<file path="src/rtl/alu_exec_pipe.sv">
// Two-stage ALU execute pipeline: S1 holds the operands and control code, S2 holds
// the result and flags. Valid/ready on both sides with full backpressure.
module alu_exec_pipe #(
    parameter int WIDTH = 32,
    parameter int CNT_W = 16
) (
    input  logic             clk,
    input  logic             reset,
    input  logic             in_valid,
    output logic             in_ready,
    input  logic [3:0]       alu_ctrl,
    input  logic [WIDTH-1:0] a,
    input  logic [WIDTH-1:0] b,
    output logic             out_valid,
    input  logic             out_ready,
    output logic [WIDTH-1:0] result,
    output logic             zero,
    output logic             overflow,
    output logic             illegal_op,
    output logic [CNT_W-1:0] op_count
);

    localparam logic [3:0] OP_AND = 4'b0000;
    localparam logic [3:0] OP_OR  = 4'b0001;
    localparam logic [3:0] OP_ADD = 4'b0010;
    localparam logic [3:0] OP_SUB = 4'b0110;
    localparam logic [3:0] OP_SLT = 4'b0111;
    localparam logic [3:0] OP_NOR = 4'b1100;

    logic             s1_valid_q, s1_valid_d;
    logic [3:0]       s1_ctrl_q;
    logic [WIDTH-1:0] s1_a_q, s1_b_q;

    logic             s2_valid_q, s2_valid_d;
    logic [WIDTH-1:0] result_q, result_d;
    logic             zero_q, zero_d;
    logic             overflow_q, overflow_d;
    logic             illegal_q, illegal_d;
    logic [CNT_W-1:0] op_count_q, op_count_d;

    logic             s2_free, s1_free, s1_move, accept, consume;
    logic [WIDTH-1:0] sum, diff;
    logic             slt;

    assign s2_free  = !s2_valid_q || out_ready;
    assign s1_move  = s1_valid_q && s2_free;
    assign s1_free  = !s1_valid_q || s2_free;
    assign accept   = in_valid && s1_free;
    assign consume  = s2_valid_q && out_ready;

    assign sum  = s1_a_q + s1_b_q;
    assign diff = s1_a_q - s1_b_q;
    // Differing signs decide the compare directly, so an overflowing a-b never matters.
    assign slt  = (s1_a_q[WIDTH-1] != s1_b_q[WIDTH-1]) ? s1_a_q[WIDTH-1] : diff[WIDTH-1];

    always_comb begin
        result_d   = '0;
        overflow_d = 1'b0;
        illegal_d  = 1'b0;
        case (s1_ctrl_q)
            OP_ADD: begin
                result_d   = sum;
                overflow_d = (s1_a_q[WIDTH-1] == s1_b_q[WIDTH-1]) &&
                             (sum[WIDTH-1] != s1_a_q[WIDTH-1]);
            end
            OP_SUB: begin
                result_d   = diff;
                overflow_d = (s1_a_q[WIDTH-1] != s1_b_q[WIDTH-1]) &&
                             (diff[WIDTH-1] != s1_a_q[WIDTH-1]);
            end
            OP_AND:  result_d = s1_a_q & s1_b_q;
            OP_OR:   result_d = s1_a_q | s1_b_q;
            OP_SLT:  result_d = {{(WIDTH-1){1'b0}}, slt};
            OP_NOR:  result_d = ~(s1_a_q | s1_b_q);
            default: illegal_d = 1'b1;
        endcase
        zero_d = (result_d == '0);
    end

    always_comb begin
        s1_valid_d = s1_valid_q;
        if (accept)
            s1_valid_d = 1'b1;
        else if (s1_move)
            s1_valid_d = 1'b0;

        s2_valid_d = s2_valid_q;
        if (s1_move)
            s2_valid_d = 1'b1;
        else if (out_ready)
            s2_valid_d = 1'b0;

        op_count_d = op_count_q;
        if (consume)
            op_count_d = op_count_q + {{(CNT_W-1){1'b0}}, 1'b1};
    end

    always_ff @(posedge clk or posedge reset) begin
        if (reset) begin
            s1_valid_q <= 1'b0;
            s1_ctrl_q  <= '0;
            s1_a_q     <= '0;
            s1_b_q     <= '0;
            s2_valid_q <= 1'b0;
            result_q   <= '0;
            zero_q     <= 1'b0;
            overflow_q <= 1'b0;
            illegal_q  <= 1'b0;
            op_count_q <= '0;
        end else begin
            s1_valid_q <= s1_valid_d;
            s2_valid_q <= s2_valid_d;
            op_count_q <= op_count_d;
            if (accept) begin
                s1_ctrl_q <= alu_ctrl;
                s1_a_q    <= a;
                s1_b_q    <= b;
            end
            // S2 only loads on advance, so stalled outputs hold their value.
            if (s1_move) begin
                result_q   <= result_d;
                zero_q     <= zero_d;
                overflow_q <= overflow_d;
                illegal_q  <= illegal_d;
            end
        end
    end

    assign in_ready   = s1_free;
    assign out_valid  = s2_valid_q;
    assign result     = result_q;
    assign zero       = zero_q;
    assign overflow   = overflow_q;
    assign illegal_op = illegal_q;
    assign op_count   = op_count_q;

endmodule
</file>
<file path="config.mk">
export PLATFORM = sky130hd
export DESIGN_NAME = alu_exec_pipe
export DESIGN_NICKNAME = d
export VERILOG_FILES = /design/src/rtl/alu_exec_pipe.sv
export SDC_FILE = /design/constraint.sdc
export NUM_CORES = 1
export LEC_CHECK = 0
export ABC_AREA = 0
export CORE_ASPECT_RATIO = 1.25
export CORE_MARGIN = 2
export CORE_UTILIZATION = 60
export DETAILED_ROUTE_END_ITERATION = 8
export PLACE_DENSITY = 0.85
export SETUP_SLACK_MARGIN = 0.5
export SYNTH_ARGS = -nofsm -noshare
export SYNTH_HDL_FRONTEND = slang
export SYNTH_SLANG_ARGS = --single-unit
</file>
<file path="constraint.sdc">
create_clock -name clk -period 11.3 [get_ports clk]
set_clock_uncertainty 0.2 [all_clocks]
set_input_delay 3.39 -clock clk [delete_from_list [all_inputs] [get_ports clk]]
set_output_delay 3.39 -clock clk [all_outputs]
set_load 0.1 [all_outputs]
</file>
After elaboration in Yosys (flattened, before gate mapping)
Index checks and enable logic that the tools add are counted.
{"block": "word_totals", "word_cells": 47, "latchBits": 0, "mem_count": 0, "register_bits": 121, "rom_bits": 0, "ram_bits": 0, "inputBits": 72, "out_inout_bits": 53}
{"block": "op_classes", "bitwise": 3, "order_cmp": 0, "n_reduce_logical": 14, "eq_ne": 9, "n_mux": 8, "add_sub_neg": 3, "div_mod_pow": 0, "mul": 0, "shift": 0}
{"cell": "$pmux 32 s6", "count": 1}
{"cell": "$add 32x32->32", "count": 1}
{"cell": "$and 32x32->32", "count": 1}
{"cell": "$logic_not 32->1", "count": 1}
{"cell": "$not 32->32", "count": 1}
{"cell": "$or 32x32->32", "count": 1}
{"cell": "$sub 32x32->32", "count": 1}
{"cell": "$add 16x1->16 const B", "count": 1}
{"cell": "$eq 4x3->1 const B", "count": 2}
{"cell": "$mux 1", "count": 6}
{"cell": "$reduce_or 6->1", "count": 1}
{"cell": "$logic_and 1x1->1", "count": 5}
{"cell": "$eq 4x1->1 const B", "count": 1}
{"cell": "$eq 4x2->1 const B", "count": 1}
{"cell": "$eq 4x4->1 const B", "count": 1}
{"cell": "$logic_not 4->1", "count": 1}
{"cell": "$reduce_bool 2->1", "count": 2}
{"cell": "$ne 1x1->1", "count": 3}
{"cell": "$logic_not 1->1", "count": 2}
{"cell": "$logic_or 1x1->1", "count": 2}
{"cell": "$pmux 1 s2", "count": 1}
{"cell": "$eq 1x1->1", "count": 1}

Longest topological paths before layout
Gate-level depths: netlist of run 1.
{"block": "depth", "depth_word": 5, "ltp_mapped": 23}

Least setup slack after synthesis of run 1
OpenSTA, ideal clock, no wires.
{"block": "synth_path", "kind": "input-to-output", "startpoint": "input port out_ready", "endpoint": "output port in_ready", "t_arrival_ns": 4.217, "path_buffers": 0, "cell_stages": 1, "setup_slack_ns": 3.493, "path_cell_list": "nand3b_1"}
{"block": "synth_between", "elab_chain_cells": 2}
{"item": "start: declaration", "line_no": "15", "source": "input logic out_ready,"}
{"item": "$logic_or 1x1->1", "line_no": "45", "source": "assign s2_free = !s2_valid_q || out_ready;"}
{"item": "$logic_or 1x1->1", "line_no": "47", "source": "assign s1_free = !s1_valid_q || s2_free;"}
{"item": "end: declaration", "line_no": "10", "source": "output logic in_ready,"}
Every way passes these cells.

Final worst setup path of run 1
Same ends and word-level chain as after synthesis.

==> results.md, run 1 <==
* Crit end category: output pin
* Syn_area_per_cell at 8.60 sq um
* Family with the most delay on the worst path: buffers and inverters
* Slew @ Worst Pin at 1210 ps
* Leak Pwr at 5.27 nW
* Post-synth ARST share at 100%
* Fmax at 113 MHz
* Top cell type by total area after synthesis: dfrtp_1
* RSZ-0062 raised after global routing: false
* First-pass GRT wire length at 47.6 mm
* Crit path to: in_ready
* Initial core utilization at 61.1%
* Count leader, synth: dfrtp_1
* Period utilization at 78.3%
* Crit path kind: in2out
* Top_reg_cell synth: dfrtp_1
* Power per standard cell area at 212 mW/mm^2
* Slew Limit Headroom at 19.5%
* Gr ovfl total at 0
* Synth top cells by count: 121 x dfrtp_1, 110 x nand2_1, 106 x a21oi_1, 103 x ha_1, 100 x inv_1
* CP max stage cell: clkdlybuf4s50_1
* GRT Resource Usage Total at 33.2%
* Largest stage delay, worst path at 1150 ps
* Rows at 53
* Hold Crit Class: reg2reg
* Post-route cell area at 0.0121 sq mm
* TNS Setup at 0 ps
* Gates resized, CTS repair at 0
* FF-to-FF setup slack at 5150 ps
* Post-synth top area share at 29.7%
* Top post-synthesis cells by area: dfrtp_1 30%, ha_1 13%, mux2_2 8.3%
* Syn-to-layout area delta at 18.8%
* Clk_lat worst skew at 440 ps
* 1st-pass router iterations at 5
* Dpl cell area at 0.0115 sq mm
* Pin count of the biggest net entering global routing at 80
* Port Buffers at 124
* Remaining DRCs at 0
* Die area at 0.0181 sq mm
* Core box area at 0.0167 sq mm
* Final Max Slew Viols at 0
* Synthesized area at 0.0102 sq mm
* Post-Syn Instances at 1187
* #FFs+latches synth at 121
* Crit Reg-Reg Endpoint: zero$_DFFE_PP0P_
* Hpwl dp at 21.7 mm
* CTS Sinks at 121
* Critical path startpoint: out_ready
* Syn nets at 1365
* Clock buffer depth at 2
* Hold buffer count at CTS at 0
* TritonCTS clock tree: yes
* Via-per-instance ratio at 6.38
* Maximum VDD drop at 0.164 mV
* Final Hold Vio Count at 0
* Tot Pwr at 2.58 mW
* Initial antenna violation count at 0
* Worst setup margin at 2460 ps
* CTS Buf Count at 17
* Number of DRC markers in iteration 0 at 827
* Ports at 125
* Max FO, Critical Path at 4
* Clock period minus worst slack at 8840 ps
* Critical path, cell by cell: clkdlybuf4s50_1, nand3b_1, clkdlybuf4s50_1
* Die Height at 150 microns
* Cells on worst reg2reg path at 22
* Fraction of layout cells with a size suffix above 1 at 11.6%
* Sequential share of the synthesized area at 29.7%
* Dpl ws at 2470 ps
* Final setup viols at 0
* Setup Buffers After CTS at 0
* Cell repeated most along the worst path: clkdlybuf4s50_1
* Avg WL per Cell at 19.8 microns
* Clk slew on worst S/H paths at 60 ps
* Crit path launch type: input port
* Post-synth EDFFs at 0
* Status: finished, final reports clean
* Synth warn at 0
* Final ANT Viol Nets at 0
* Crit. path cell count at 3
* Final #Nets at 1451
* Clock H-tree levels at 4
* Final core occ at 72.6%
* WP data required at 7710 ps
* Via count at 9615
* WP data arrival at 5250 ps
* Distinct cells, synth at 86
* Reg-to-reg startpoint: s1_a_q[6]$_DFFE_PP0P_
* Vias in the first global route at 9513
* Final Wtd Congestion at 0.988
* Root Buffer: clkbuf_16
* # Max-Cap Violations at 0
* Width of the die at 121 microns
* WL final at 29.8 mm
* CP Buf/Inv Count at 2
-- power breakdown --
| part | switching, mW | internal, mW |
|---|---|---|
| Clock | 0.258 | 0.298 |
| Sequential | 0.0778 | 0.519 |
| Combinational | 0.976 | 0.446 |
-- state kept, by name, indices dropped and copies added (netlist names) --
register	flops
zero	1
s1_valid_q	1
op_count	16
overflow	1
result	32
out_valid	1
s1_b_q	32
illegal_op	1
s1_ctrl_q	4
s1_a_q	32
-- placed cells by master, fill, tap and decap left out, drive strengths merged, types with 8 or more instances in the layout --
cell           synthesis  final
nand4                 14     14
o211ai                24     24
xnor2                 26     26
clkdlybuf4s50          0    124
nand3                 23     23
nor2                  82     82
a21oi                108    108
buf                   28     10
a31oi                  9      9
mux2i                 16     16
nor4                  16     16
a21o                   8      8
inv                  101    111
dfrtp                121    121
o21ai                 62     62
clkbuf                39     17
nand2                110    110
o31ai                 17     17
ha                   103    103
a22oi                 11     11
mux2                  75     75
nor2b                 10     10
or2                    8      8
nor3                  20     20
-- through the flow --
| step | std cells | hold slack [ps] |
|---|---|---|
| 5_1_grt | 1506 | 304 |
| 3_3_place_gp | 1474 | 258 |
| 2_1_floorplan | 1187 | 301 |
| 4_1_cts | 1506 | 284 |
| 3_5_place_dp | 1474 | 269 |
| 6_report | 1507 | 280 |
-- layer usage --
| layer | up-vias | wire length [microns] | global-route usage [%] |
|---|---|---|---|
| li1 | 4455 | - | - |
| met1 | 4558 | 11400 | 39.0 |
| met2 | 469 | 14600 | 56.9 |
| met3 | 133 | 2060 | 5.30 |
| met4 | 0 | 1700 | 20.1 |
| met5 | - | 0 | 0 |
-- how the worst min path moves through the flow --
stage	startpoint	end	slack, ps	cells after the start
after floorplan	s1_valid_q$_DFFE_PP0P_	out_valid$_DFFE_PP0P_	300	1
after global placement	op_count[15]$_DFFE_PP0P_	op_count[15]$_DFFE_PP0P_	260	1
after detailed placement	illegal_op$_DFFE_PP0P_	illegal_op$_DFFE_PP0P_	270	2
after CTS	op_count[15]$_DFFE_PP0P_	op_count[15]$_DFFE_PP0P_	280	1
after global routing	result[23]$_DFFE_PP0P_	result[23]$_DFFE_PP0P_	300	1
final	result[18]$_DFFE_PP0P_	result[18]$_DFFE_PP0P_	280	2
-- layout make-up --
| class | instances | area [sq um] |
|---|---|---|
| Inverter | 102 | 385 |
| Tap cell | 220 | 275 |
| Clock inverter | 15 | 174 |
| Multi-Input combinational cell | 897 | 6520 |
| Sequential cell | 121 | 3030 |
| Antenna cell | 1 | 2.50 |
| Fill cell | 1309 | 4590 |
| Clock buffer | 17 | 425 |
| Timing Repair Buffer | 134 | 1320 |
-- worst reg2reg max path, delay by kind of cell, from the launching register on --
kind / cells / cell delay (ps)
buf+inv: 2 / 250
fa+ha+maj: 2 / 810
compound gates: 8 / 2630
flops: 1 / 410
simple gates: 10 / 1760
-- cells by family (layout without fill, tap and decap cells) --
family                   after synthesis  count (layout)  synth area share [%]
other                                  0               1                     0
adder cells (fa/ha/maj)              106             106                  13.2
buffers and inverters                169             268                  6.57
flip-flops                           121             121                  29.7
multiplexers                          91              91                  9.84
AO/OA/AOI/OAI                        343             343                  22.8
XOR/XNOR                              32              32                  2.75
AND/OR/NAND/NOR                      325             325                  15.2
Note: power is estimated with default switching activity, not from simulation.
==> run 2, diff against run 1 <==
--- a/config.mk
+++ b/config.mk
@@ -8,9 +8,9 @@
 export ABC_AREA = 0
 export CORE_ASPECT_RATIO = 1.25
 export CORE_MARGIN = 2
-export CORE_UTILIZATION = 60
+export CORE_UTILIZATION = 52
 export DETAILED_ROUTE_END_ITERATION = 8
-export PLACE_DENSITY = 0.85
+export PLACE_DENSITY = 0.78
 export SETUP_SLACK_MARGIN = 0.5
 export SYNTH_ARGS = -nofsm -noshare
 export SYNTH_HDL_FRONTEND = slang
==> constraint.sdc (replaced) <==
create_clock -name clk -period 7.6 [get_ports clk]
set_clock_uncertainty 0.2 [all_clocks]
set_input_delay 2.28 -clock clk [delete_from_list [all_inputs] [get_ports clk]]
set_output_delay 2.28 -clock clk [all_outputs]
set_load 0.1 [all_outputs]
==> run 2 against run 1 <==
Against the previous run: combinational power rose by 49%; worst setup slack got worse by 760 ps; die area rose by 15%; clock-buffer cell count did not move; cell count rose by 3.0%; largest cell class unchanged.
==> results.md, run 2 (synthesis gave the netlist of run 1 again) <==
* WL final at 31.2 mm
* P_sw at 1.95 mW
* Ports at 125
* RSZ-0062 raised after global routing: false
* Internal at 1.87 mW
* CTS Sinks at 121
* Via count at 9558
* Number of DRC markers in iteration 0 at 888
* Via-per-instance ratio at 6.16
* Non-filler cells, final at 1552
* Max FO, Critical Path at 10
* WP data required at 7730 ps
* Largest stage delay, worst path at 510 ps
* Width of the die at 129 microns
* Dpl ws at 1820 ps
* Setup Buffers After CTS at 0
* Syn-to-layout area delta at 19.1%
* Worst setup margin at 1700 ps
* Final Hold Vio Count at 0
* Clock H-tree levels at 4
* Antenna diode count at 0
* Root Buffer: clkbuf_16
* Crit end category: register
* Crit path kind: reg2reg
* Clk slew on worst S/H paths at 70 ps
* Port Buffers at 124
* 1st-pass router iterations at 6
* Power share of the clock group at 21.1%
* Slew @ Worst Pin at 1200 ps
* Maximum VDD drop at 0.218 mV
* Critical path, cell by cell: inv_1, ha_1, inv_1, a21oi_1, o31ai_2, o2111ai_1, a311oi_2, a41oi_1, nor2_1, nor2_1, nor2_1, nor2_1, fa_1, a31oi_1, nor3_1, a2111oi_0, and3_1, nand4_1, or4_1, nor4_1, nand4b_1, o311ai_2
* Dpl cell area at 0.0116 sq mm
* Final Max Slew Viols at 0
* Status: finished, final reports clean
* Core box area at 0.0193 sq mm
* Final core occ at 62.9%
* Pin count of the biggest net entering global routing at 75
* Final ANT Viol Nets at 0
* Period utilization at 77.7%
* Gates resized, CTS repair at 0
* Fraction of layout cells with a size suffix above 1 at 11.7%
* Post-route cell area at 0.0122 sq mm
* Multi-input logic area at 0.00652 sq mm
* Remaining DRCs at 0
* Vias in the first global route at 9434
* Hold Crit Class: reg2reg
* Sequential share of power at 23.4%
* Reg area at 0.00303 sq mm
* Avg WL per Cell at 20.1 microns
* Final setup viols at 0
* Leak Pwr at 5.26 nW
* Clk_lat worst skew at 440 ps
* Rows at 57
* Die Height at 161 microns
* Hpwl dp at 22.9 mm
* Fillers at 1666
* Combinational power share at 55.5%
* Initial core utilization at 52.8%
* Initial antenna violation count at 0
* First-pass GRT wire length at 49.3 mm
* Die area at 0.0208 sq mm
* TNS Setup at 0 ps
* WP data arrival at 6040 ps
* Switching share of total power at 51.0%
* Clock period minus worst slack at 5900 ps
* CP max stage cell: a2111oi_0
* GRT Resource Usage Total at 30.2%
* Commonest non-fill, non-tap cell in the layout: clkdlybuf4s50_1
* Fmax at 169 MHz
* Inst Count DP at 1520
* Crit path launch type: register
* Cell repeated most along the worst path: nor2_1
* Commonest cells after routing, fill and taps aside: 123 x clkdlybuf4s50_1, 120 x dfrtp_1, 108 x nand2_1, 106 x a21oi_1, 103 x ha_1
* Fin Hold WS at 275 ps
* Tot Pwr at 3.82 mW
* CTS Buf Count at 17
* Slew Limit Headroom at 19.7%
* Hold buffer count at CTS at 0
* # Max-Cap Violations at 0
* Clock buffer depth at 2
* Final Wtd Congestion at 0.964
* Gr ovfl total at 0
* Final #Nets at 1452
* TritonCTS clock tree: yes
* Power per standard cell area at 314 mW/mm^2
## run 2: cell count changes in the layout (fill, tap and decap cells not counted), sizes merged
cell | before | now
clkinv | 6 | 3
clkinvlp | 0 | 3
buf | 10 | 12
clkdlybuf4s50 | 124 | 123
diode | 1 | 0
## run 2: area by class of cell
| cell class | instances | area share (%) |
|---|---|---|
| sequential | 121 | 24.9 |
| clock buffer | 17 | 3.50 |
| timing repair buffer | 135 | 10.9 |
| multi-input combinational | 897 | 53.6 |
| tap | 265 | 2.73 |
| inverter | 102 | 3.17 |
| clock inverter | 15 | 1.23 |
## run 2: power groups by stage
stage	logic (mW)	registers, mW	clock network (mW)
global placement	2.07	0.892	0
finish	2.12	0.892	0.806
global route	2.25	0.910	0.839
detailed placement	2.08	0.902	0
CTS	2.09	0.892	0.813
floorplan	1.04	1.41	0
## run 2: layer usage
| metal | track usage, % | part of all wire, % |
|---|---|---|
| met1 | 36.8 | 40 |
| met2 | 51.6 | 49 |
| met3 | 4.76 | 6.0 |
| met4 | 14.8 | 4.8 |
| met5 | 0 | 0 |
## run 2: worst paths after layout
check	startpoint	endpoint	slack, ps	cells after the start
min	op_count[15]$_DFFE_PP0P_	op_count[15]$_DFFE_PP0P_	280	1
min reg2reg	op_count[15]$_DFFE_PP0P_	op_count[15]$_DFFE_PP0P_	280	1
max	s1_a_q[6]$_DFFE_PP0P_	zero$_DFFE_PP0P_	1700	22
max in group asynchronous	reset	s1_ctrl_q[0]$_DFFE_PP0P_	3820	3
max reg2reg	s1_a_q[6]$_DFFE_PP0P_	zero$_DFFE_PP0P_	1700	22
min in group asynchronous	reset	result[6]$_DFFE_PP0P_	2200	2
## run 2: worst max-delay path, delay by kind of cell, from the launching register on
family                     cells  cell delay [ps]
AOI/OAI and AO/OA              8             2390
and+or+nand+nor               10             1760
adders and majority gates      2              790
DFF                            1              420
buffers and inverters          2              240
